<file path="src/rtl/dbg_scan_pkg.sv">
// Shared types and helpers for the debug-view scanner.
//   scan_state_e  : scanner FSM state encoding
//   END_MARK_DEF  : default end-of-sweep marker word
//   onehot_to_idx : converts a switch vector into a channel index plus a
//                   flag that is set only when exactly one bit is high
package dbg_scan_pkg;

    typedef enum logic [1:0] {
        ST_IDLE = 2'd0,
        ST_SCAN = 2'd1,
        ST_MARK = 2'd2
    } scan_state_e;

    localparam logic [31:0] END_MARK_DEF = 32'hFFFF_FFFF;

    // Widest switch vector the decoder accepts; callers zero-extend.
    localparam int MAX_CH   = 32;
    localparam int MAX_CH_W = 5;

    typedef struct packed {
        logic                valid;
        logic [MAX_CH_W-1:0] idx;
    } ch_dec_t;

    function automatic ch_dec_t onehot_to_idx(input logic [MAX_CH-1:0] vec);
        ch_dec_t     dec;
        int unsigned hits;
        dec  = '0;
        hits = 0;
        for (int i = 0; i < MAX_CH; i++) begin
            if (vec[i]) begin
                hits++;
                dec.idx = MAX_CH_W'(i);
            end
        end
        dec.valid = (hits == 1);
        return dec;
    endfunction

endpackage

</file>
<file path="src/rtl/dbg_tick_gen.sv">
// Advance-event generator for the debug scanner.
//   clk_i, rstn_i   : clock, async active-low reset
//   rate_sel_i      : 0 = period 2^FAST_LOG2, 1 = period 2^SLOW_LOG2
//   step_mode_i     : 1 = advance on step_btn_i rising edge only
//   step_btn_i      : step request level
//   hold_i          : suppress all advances
//   adv_o           : single-cycle advance request (combinational)
module dbg_tick_gen
    import dbg_scan_pkg::*;
#(
    parameter int FAST_LOG2 = 25,
    parameter int SLOW_LOG2 = 27
) (
    input  logic clk_i,
    input  logic rstn_i,
    input  logic rate_sel_i,
    input  logic step_mode_i,
    input  logic step_btn_i,
    input  logic hold_i,
    output logic adv_o
);

    logic [SLOW_LOG2-1:0] presc_q;
    logic                 step_btn_q;
    logic                 fast_hit;
    logic                 slow_hit;
    logic                 auto_tick;
    logic                 step_edge;

    always_ff @(posedge clk_i or negedge rstn_i) begin
        if (!rstn_i) begin
            presc_q    <= '0;
            step_btn_q <= 1'b0;
        end else begin
            presc_q    <= presc_q + SLOW_LOG2'(1);
            step_btn_q <= step_btn_i;
        end
    end

    // Both rates decode the same free-running counter, so every slow hit is
    // also a fast hit; switching rate can only drop ticks, never add one.
    assign fast_hit  = &presc_q[FAST_LOG2-1:0];
    assign slow_hit  = &presc_q;
    assign auto_tick = rate_sel_i ? slow_hit : fast_hit;
    assign step_edge = step_btn_i & ~step_btn_q;
    assign adv_o     = ~hold_i & (step_mode_i ? step_edge : auto_tick);

endmodule

</file>
<file path="src/rtl/dbg_scan_ctrl.sv">
// Debug-view scanner: walks an index through the selected probe channel
// and presents the probed word to the seven-segment driver.
//   clk_i, rstn_i             : clock, async active-low reset
//   ch_sel_i    [NCH]         : one-hot channel select switches
//   last_idx_i  [NCH*IDX_W]   : per-channel highest valid index
//   rate_sel_i, step_mode_i,
//   step_btn_i, hold_i        : advance control (see dbg_tick_gen)
//   rd_ch_o, rd_idx_o         : registered probe address
//   rd_data_i   [DATA_W]      : probe word for rd_ch_o/rd_idx_o
//   disp_data_o/ch_o/idx_o    : displayed word and its tags, 1 cycle after rd_*
//   disp_mark_o               : displayed word is the end marker
//   tick_o                    : pulses in the cycle a new index appears
//
// state | meaning
// IDLE  | switches not one-hot; probe channel 0 index 0 shown live
// SCAN  | walking indices 0..last of the selected channel
// MARK  | end-of-sweep marker displayed after the last index
module dbg_scan_ctrl
    import dbg_scan_pkg::*;
#(
    parameter int                DATA_W    = 32,
    parameter int                NCH       = 4,
    parameter int                IDX_W     = 6,
    parameter int                FAST_LOG2 = 25,
    parameter int                SLOW_LOG2 = 27,
    parameter logic [NCH-1:0]    MARK_EN   = {NCH{1'b1}},
    parameter logic [DATA_W-1:0] END_MARK  = DATA_W'(END_MARK_DEF)
) (
    input  logic                     clk_i,
    input  logic                     rstn_i,
    input  logic [NCH-1:0]           ch_sel_i,
    input  logic [NCH*IDX_W-1:0]     last_idx_i,
    input  logic                     rate_sel_i,
    input  logic                     step_mode_i,
    input  logic                     step_btn_i,
    input  logic                     hold_i,
    output logic [$clog2(NCH)-1:0]   rd_ch_o,
    output logic [IDX_W-1:0]         rd_idx_o,
    input  logic [DATA_W-1:0]        rd_data_i,
    output logic [DATA_W-1:0]        disp_data_o,
    output logic [$clog2(NCH)-1:0]   disp_ch_o,
    output logic [IDX_W-1:0]         disp_idx_o,
    output logic                     disp_mark_o,
    output logic                     tick_o
);

    localparam int CH_W = $clog2(NCH);

    logic              adv;
    ch_dec_t           dec;
    logic [CH_W-1:0]   cur;
    logic [IDX_W-1:0]  last_cur;

    scan_state_e       state_q;
    logic [NCH-1:0]    ch_q;
    logic [CH_W-1:0]   rd_ch_q;
    logic [IDX_W-1:0]  rd_idx_q;
    logic [DATA_W-1:0] disp_data_q;
    logic [CH_W-1:0]   disp_ch_q;
    logic [IDX_W-1:0]  disp_idx_q;
    logic              disp_mark_q;
    logic              tick_q;

    dbg_tick_gen #(
        .FAST_LOG2 (FAST_LOG2),
        .SLOW_LOG2 (SLOW_LOG2)
    ) u_tick_gen (
        .clk_i       (clk_i),
        .rstn_i      (rstn_i),
        .rate_sel_i  (rate_sel_i),
        .step_mode_i (step_mode_i),
        .step_btn_i  (step_btn_i),
        .hold_i      (hold_i),
        .adv_o       (adv)
    );

    assign dec      = onehot_to_idx(MAX_CH'(ch_sel_i));
    assign cur      = CH_W'(dec.idx);
    // last_idx is used live, so a shrinking limit takes effect on the next advance
    assign last_cur = last_idx_i[rd_ch_q*IDX_W +: IDX_W];

    always_ff @(posedge clk_i or negedge rstn_i) begin
        if (!rstn_i) begin
            state_q     <= ST_IDLE;
            ch_q        <= '0;
            rd_ch_q     <= '0;
            rd_idx_q    <= '0;
            disp_data_q <= '0;
            disp_ch_q   <= '0;
            disp_idx_q  <= '0;
            disp_mark_q <= 1'b0;
            tick_q      <= 1'b0;
        end else begin
            tick_q    <= adv;
            ch_q      <= ch_sel_i;
            disp_ch_q <= rd_ch_q;
            if (state_q == ST_MARK) begin
                disp_data_q <= END_MARK;
                disp_idx_q  <= last_cur;
                disp_mark_q <= 1'b1;
            end else begin
                disp_data_q <= rd_data_i;
                disp_idx_q  <= rd_idx_q;
                disp_mark_q <= 1'b0;
            end

            // Channel validity and channel changes take priority over advances.
            if (!dec.valid) begin
                state_q  <= ST_IDLE;
                rd_ch_q  <= '0;
                rd_idx_q <= '0;
            end else if (state_q == ST_IDLE || ch_sel_i != ch_q) begin
                state_q  <= ST_SCAN;
                rd_ch_q  <= cur;
                rd_idx_q <= '0;
            end else if (adv) begin
                if (state_q == ST_MARK) begin
                    state_q  <= ST_SCAN;
                    rd_idx_q <= '0;
                end else if (rd_idx_q < last_cur) begin
                    rd_idx_q <= rd_idx_q + IDX_W'(1);
                end else if (MARK_EN[rd_ch_q]) begin
                    state_q <= ST_MARK;
                end else begin
                    rd_idx_q <= '0;
                end
            end
        end
    end

    assign rd_ch_o     = rd_ch_q;
    assign rd_idx_o    = rd_idx_q;
    assign disp_data_o = disp_data_q;
    assign disp_ch_o   = disp_ch_q;
    assign disp_idx_o  = disp_idx_q;
    assign disp_mark_o = disp_mark_q;
    assign tick_o      = tick_q;

endmodule
</file>
<file path="config.mk">
export PLATFORM = sky130hd
export DESIGN_NAME = dbg_scan_ctrl
export DESIGN_NICKNAME = d
export VERILOG_FILES = /design/src/rtl/dbg_scan_pkg.sv /design/src/rtl/dbg_tick_gen.sv /design/src/rtl/dbg_scan_ctrl.sv
export SDC_FILE = /design/constraint.sdc
export NUM_CORES = 1
export LEC_CHECK = 0
export CORE_AREA = 4 4 128 130
export DETAILED_ROUTE_END_ITERATION = 10
export DIE_AREA = 0 0 132 134
export PLACE_DENSITY = 0.5
export SKIP_LAST_GASP = 1
export SLEW_MARGIN = 20
export SYNTH_ARGS = -nofsm -noshare
export SYNTH_HDL_FRONTEND = slang
export SYNTH_HIERARCHICAL = 1
export SYNTH_SLANG_ARGS = --single-unit
</file>
<file path="constraint.sdc">
create_clock -name clk_i -period 2.2 [get_ports clk_i]
set_input_delay 0.22 -clock clk_i [delete_from_list [all_inputs] [get_ports clk_i]]
set_output_delay 0.22 -clock clk_i [all_outputs]
set_load 0.005 [all_outputs]
</file>
==> reports/results.ini, run 1 <==
[global_route]
grt_overflow = 0
antenna_found_initial = 0
grt_max_degree = 37
grt_pass1_vias = 3178
grt_pass1_wl_mm = 16.2
grt_usage = 0.114

[status]
violations = negative setup slack
status = finished, violations left

[clock_network]
cts.clk_slew.worst_paths_ns = 0.06
cts_tree = built
cts_buffers = 9
cts_max_level = 3
clock-sinks = 84
clockBufferDepth = 2
cts_root_buffer = clkbuf_16
clk_latency_ns = 0.34

[synthesis]
synth-xor-area-share = 0.0723
synthesis.nets = 392
synth-simple-area-share = 0.191
synthTopCellsByArea = dfrtp_1 56%, nand2b_1 5.8%, xnor2_1 5.4%, ha_1 3.3%, mux4_2 3.0%
syn-cell-area_sq_um = 3750
yosysTopAreaCell = dfrtp_1
yosys_register_bits = 84
synth-compound-area-share = 0.0746
ys_seq_area_frac = 0.560
synthTopCellsByCount = 84 x dfrtp_1, 35 x nand2b_1, 23 x xnor2_1, 18 x inv_1, 18 x nand3_1
synth-main-ff-cell = dfrtp_1
yosysMostFrequentCell = dfrtp_1
synthAdderAreaFrac = 0.0333
synthCells = 316
synth_edf_count = 0
synth_mux_area_frac = 0.0380
yosys_warnings = 6
ys_types = 46
async_flop_share = 1.00
netlist.area_leader.share = 0.560
synth_top_family_by_area = simple AND/OR/NAND/NOR gates
avgSynthCellArea_sq_um = 11.9

[drt]
drt.antenna.violating_nets = 0
wl_met3_um = 475
vias = 2890
dr.pass1.iters = 4
vias_per_cell = 4.39
wl_met1_mm = 4.12
drc = 0
highest_layer = met4
wl_mm = 9.55
first_iter_violations = 94
wl_per_cell_um = 14.5
met2WireLength_mm = 4.81

[timing]
finalSetupViolations = 8
period_needed_ns = 2.39
holdWs_ns = 0.236
slew_viol_final = 0
worstMarginPinSlew_ns = 0.475
max_freq_mhz = 418
fin_worst_skew_ns = 0.00619
rsz0062_at_grt = true
finalCritPeriodShare = 1.09
tns_ns = -1.27
hold_viol = 0
relSlewSlack = 0.683
worst_slack_ns = -0.190

[die]
die_area_sq_um = 17700
die_h_um = 134
ioPinCount = 116
die_x_um = 132
initial_core_util = 0.248
core_sq_um = 15100
row_count = 45

[placement]
gp_congestion = 0.775
dp_hpwl_mm = 7.20
io_buffers = 115
postPlaceCellArea_sq_um = 5350
dpl.cell_count = 634

[worst_hold_path]
holdCritPathClass = input port to flop

[critical_path]
crit_chain = clkdlybuf4s15_2, inv_2, ha_4, xor2_1, ha_1, or4b_1, o22a_2, a211oi_4, buf_6, nand4_1, o221ai_2
cpMaxStageDelayCell = or4b_1
critPathMaxFanout = 5
max_stage_delay_ns = 0.52
end_kind = flop
start_kind = input port
crit_type = input port to flop
crit_required_ns = 2.46
cp_data_arrival_time_ns = 2.65

[power_and_ir_drop]
total_power_uw = 3810
power_density_nw_per_um2 = 652
irDropWorstVdd_v = 0.000357
power.static_leakage_uw = 0.00250

[cells_and_area]
fin_cells = 658
final_cell_area_sq_um = 5850
n_antenna_cell = 0
area_growth_pct = 55.8
final_nets = 541
drive_gt1_frac = 0.189

[flow_run]
cap_violations = 0

-- layout make-up --
class / count / area, sq um
fill: 1481 / 9300
tap: 188 / 235
sequential: 84 / 2100
timing repair buffer: 147 / 1420
clock buffer: 10 / 229
multi-input combinational: 205 / 1670
clock inverter: 6 / 111
inverter: 18 / 80.1
-- worst paths after layout --
kind                                                  startpoint                               end  slack (ns)  cells after the start
worst max-delay path                                 ch_sel_i[1]           rd_idx_o[2]$_DFFE_PN0P_       -0.19                     11
worst min-delay path                                 ch_sel_i[2]                 ch_q[2]$_DFF_PN0_        0.24                      1
worst max register to register            rd_ch_o[0]$_DFFE_PN0P_            state_q[1]$_DFFE_PN0P_       -0.17                      9
worst min register to register  u_tick_gen/presc_q[24]$_DFF_PN0_  u_tick_gen/presc_q[24]$_DFF_PN0_        0.47                      1
max in group asynchronous                                 rstn_i            rd_ch_o[0]$_DFFE_PN0P_        1.19                      3
min in group asynchronous                                 rstn_i            disp_ch_o[1]$_DFF_PN0_        0.38                      2
-- worst max-delay path: cells and delay by family --
family / cells / cell delay, ns
buf+inv: 3 / 0.42
xor+xnor: 1 / 0.17
compound gates: 3 / 0.69
simple gates: 2 / 0.64
fa+ha+maj: 2 / 0.52
-- cells in the final DEF (no fill, tap or decap), types with 3 or more instances in the layout --
master and n:
inv_1 12, nand3_1 18, o21ai_0 6, inv_2 5
ha_4 4, nand4_1 10, bufinv_16 3, ha_1 6
buf_4 26, and3_1 4, clkbuf_16 9, buf_6 5
a21oi_1 6, nand2_1 15, a211oi_4 3, mux2i_1 3
nand2b_1 35, xnor2_1 23, or2_2 4, mux4_2 5
xor2_1 8, dfrtp_1 83, o21ai_1 3, clkdlybuf4s50_1 111
nor2_1 12
-- metrics by stage --
stage / util / worst slack, ns
after CTS: 0.385 / -0.211
after floorplan: - / -0.118
after global placement: 0.353 / -0.865
final: 0.386 / -0.190
after global routing: 0.386 / -0.276
after detailed placement: 0.353 / -0.932
-- cell families (layout without fill, tap and decap cells) --
kind of cell | Yosys count | count (layout)
xor gates and xnor gates | 31 | 31
and+or+nand+nor | 118 | 118
muxes | 8 | 8
adders and majority gates | 10 | 10
DFF | 84 | 84
buffers and inverters | 28 | 181
AOI/OAI and AO/OA | 37 | 38
-- registers in the layout (all words and copies together), names as in the netlist --
signal and count:
state_q 2, u_tick_gen/presc_q 27, tick_o 1, disp_idx_o 6
rd_ch_o 2, disp_ch_o 2, rd_idx_o 6, disp_data_o 32
ch_q 4, u_tick_gen/step_btn_q 1, disp_mark_o 1
-- what timing repair did --
item	in CTS	in global routing
gates resized for setup	23	4
setup endpoints to repair	10	8
pin swaps	13	2
cloned	1	0
setup buffers	6	0
hold buffers	1	0
endpoints found under the hold margin	31	0
-- power by group --
part	total, uW	internal [uW]	leakage [uW]	switching [uW]
registers	1610	1590	0.00107	21.4
logic	469	290	0.00127	179
clock network	1730	1110	0.000163	620
total	3810	2990	0.00250	821
-- layer usage --
layer	vias up	track usage
met3	12	0.0341
met1	1428	0.139
met4	0	0.0438
met5	-	0
li1	1390	-
met2	60	0.192
Power figures use the tool's default switching activity.
==> inputs of run 2 (changes only) <==
Settings changed: ABC_CLOCK_PERIOD_IN_PS set to 2200, TNS_END_PERCENT set to 5.
==> run 2 against run 1 <==
The flow still finishes with violations (negative setup slack). First-iteration DRC count increased by 18%. Sequential power about the same. Wire length increased by 2.1%. Power rose by 3.0%. Largest cell class unchanged. Critical endpoint is now rd_idx_o[4]$_DFFE_PN0P_. Die area unchanged. Sequential share of layout area down 0.11 points. Setup slack worse by 0.0099 ns. Clock power up 7%.
==> reports/results.ini, run 2 (synthesis gave the netlist of run 1 again) <==
[timing]
max_freq_mhz = 417
worst_slack_ns = -0.200
relSlewSlack = 0.675
finalCritPeriodShare = 1.09
period_needed_ns = 2.40
hold_viol = 0
worstMarginPinSlew_ns = 0.487
slew_viol_final = 0
rsz0062_at_grt = true
fin_worst_skew_ns = 0.00735
finalSetupViolations = 8

[global_route]
grt_pass1_wl_mm = 16.4
met3_usage = 0.0390
top_usage_layer = met2
antenna_found_initial = 0
grt_overflow = 0
met2_usage = 0.198
grt_max_degree = 51
grt_pass1_vias = 3238
globalRouteMet1Util = 0.133
grt_usage = 0.116

[placement]
postPlaceCellArea_sq_um = 5350
io_buffers = 115
dp_hpwl_mm = 7.37
gp_congestion = 0.757
dpl.cell_count = 638

[die]
die_h_um = 134
ioPinCount = 116
row_count = 45
die_area_sq_um = 17700
die_x_um = 132
initial_core_util = 0.248
core_sq_um = 15100

[clock_network]
cts_max_level = 3
clockBufferDepth = 2
clk_latency_ns = 0.34
cts.clk_slew.worst_paths_ns = 0.07
cts_buffers = 9
cts_tree = built
cts_root_buffer = clkbuf_16
clock-sinks = 84

[cells_and_area]
drive_gt1_frac = 0.180
regArea_sq_um = 2100
final_cell_area_sq_um = 5870
largest_reg_flops = 32
area_growth_pct = 56.3
n_antenna_cell = 0
fillerInstances = 1462
final_cell_mix = 111 x clkdlybuf4s50_1, 83 x dfrtp_1, 35 x nand2b_1
final_nets = 542
multi_input_area_sq_um = 1640
layout_commonest_cell = clkdlybuf4s50_1
fin_cells = 659

[critical_path]
crit_chain = mux4_2, inv_2, ha_4, a41o_1, a21oi_4, o211a_4, buf_12, nand4bb_2, o211ai_2
worst-r2r-setup-slack_ns = -0.20
end_kind = flop
max_stage_delay_ns = 0.55
cp_top_family = compound AO/OA/AOI/OAI gates
worst-path-stages = 9
crit_required_ns = 2.46
crit_type = flop to flop
start_kind = flop
cp_data_arrival_time_ns = 2.66
cpMaxStageDelayCell = mux4_2
rr_startpoint = rd_ch_o[0]$_DFFE_PN0P_
crit_buf_inv = 2
r2r_cells = 9
r2r_end = rd_idx_o[4]$_DFFE_PN0P_
crit_end = rd_idx_o[4]$_DFFE_PN0P_
critPathMaxFanout = 5
startpoint = rd_ch_o[0]$_DFFE_PN0P_

[flow_run]
cap_violations = 0

[status]
status = finished, violations left
violations = negative setup slack

[drt]
wl_per_cell_um = 14.8
wl_mm = 9.75
drc = 0
vias_per_cell = 4.38
drt.antenna.violating_nets = 0
dr.pass1.iters = 4
vias = 2888
first_iter_violations = 111

[power_and_ir_drop]
irDropWorstVdd_v = 0.000300
power_density_nw_per_um2 = 669
power.static_leakage_uw = 0.00253
total_power_uw = 3920

[worst_hold_path]
holdCritPathClass = input port to flop
worstHoldPathCells = 2

## run 2: changes by cell type in the layout (fill, tap and decap cells not counted), sizes merged
| cell | change |
|---|---|
| dlygate4sd2 | +1 |
| dlymetal6s2s | +1 |
| inv | -1 |
| buf | +1 |
| bufinv | +1 |
| o211a | -1 |
| clkdlybuf4s15 | -1 |
## run 2: how the worst min path moves through the flow
stage / startpoint / end / slack (ns)
3_5_place_dp: rstn_i / u_tick_gen/presc_q[3]$_DFF_PN0_ / 0.22
5_1_grt: ch_sel_i[2] / ch_q[2]$_DFF_PN0_ / 0.29
6_report: ch_sel_i[2] / ch_q[2]$_DFF_PN0_ / 0.28
2_1_floorplan: rstn_i / ch_q[0]$_DFF_PN0_ / -0.08
4_1_cts: ch_sel_i[1] / ch_q[1]$_DFF_PN0_ / 0.29
3_3_place_gp: rstn_i / u_tick_gen/presc_q[2]$_DFF_PN0_ / 0.22
## run 2: power by group
group	switching, uW	internal (uW)
logic	173	289
registers	20.9	1590
clock network	626	1230
## run 2: repair_timing
| item | in CTS | in global routing |
|---|---|---|
| endpoints found under the setup margin | 10 | 9 |
| endpoints found under the hold margin | 34 | 0 |
| hold buffers | 1 | 0 |
| pin swaps | 6 | 1 |
| gates resized for setup | 13 | 7 |
| cloned | 1 | 0 |
| buffers inserted | 3 | 0 |
## run 2: worst reg2reg max path, cell delays in order (launching register included)
cell and delay [ns]:
dfrtp_2 0.45, mux4_2 0.55, inv_2 0.09, ha_4 0.19, a41o_1 0.25, a21oi_4 0.16, o211a_4 0.23, buf_12 0.12
nand4bb_2 0.13, o211ai_2 0.15
## run 2: cell type report
| class | count | share of cell area |
|---|---|---|
| clock buffers | 10 | 0.0390 |
| clock inverters | 6 | 0.0232 |
| inverters | 18 | 0.0115 |
| multi-input cells | 204 | 0.280 |
| flip-flops and latches | 84 | 0.358 |
| well taps | 188 | 0.0401 |
| repair buffers | 149 | 0.248 |
## run 2: per-layer routing
metal	share of wire	wire length (um)	vias to the layer above
met5	0	0	-
met4	0.023	229	0
met3	0.058	568	19
met2	0.50	4850	60
met1	0.42	4100	1416
li1	-	-	1393
## run 2: per-stage QoR
step / hold WS (ns) / worst slack, ns / TNS (ns) / utilization
floorplan: -0.0756 / -0.133 / -0.699 / -
global placement: 0.217 / -0.733 / -5.95 / 0.353
detailed placement: 0.221 / -0.795 / -6.54 / 0.353
CTS: 0.293 / -0.234 / -1.59 / 0.385
global route: 0.293 / -0.283 / -2.08 / 0.388
finish: 0.277 / -0.200 / -1.31 / 0.388
==> inputs of run 3 (changes only) <==
Settings changed: SETUP_SLACK_MARGIN set to 0.2.
==> results of run 3 <==
No change in the layout: final DEF, timing and power equal those of run 2.
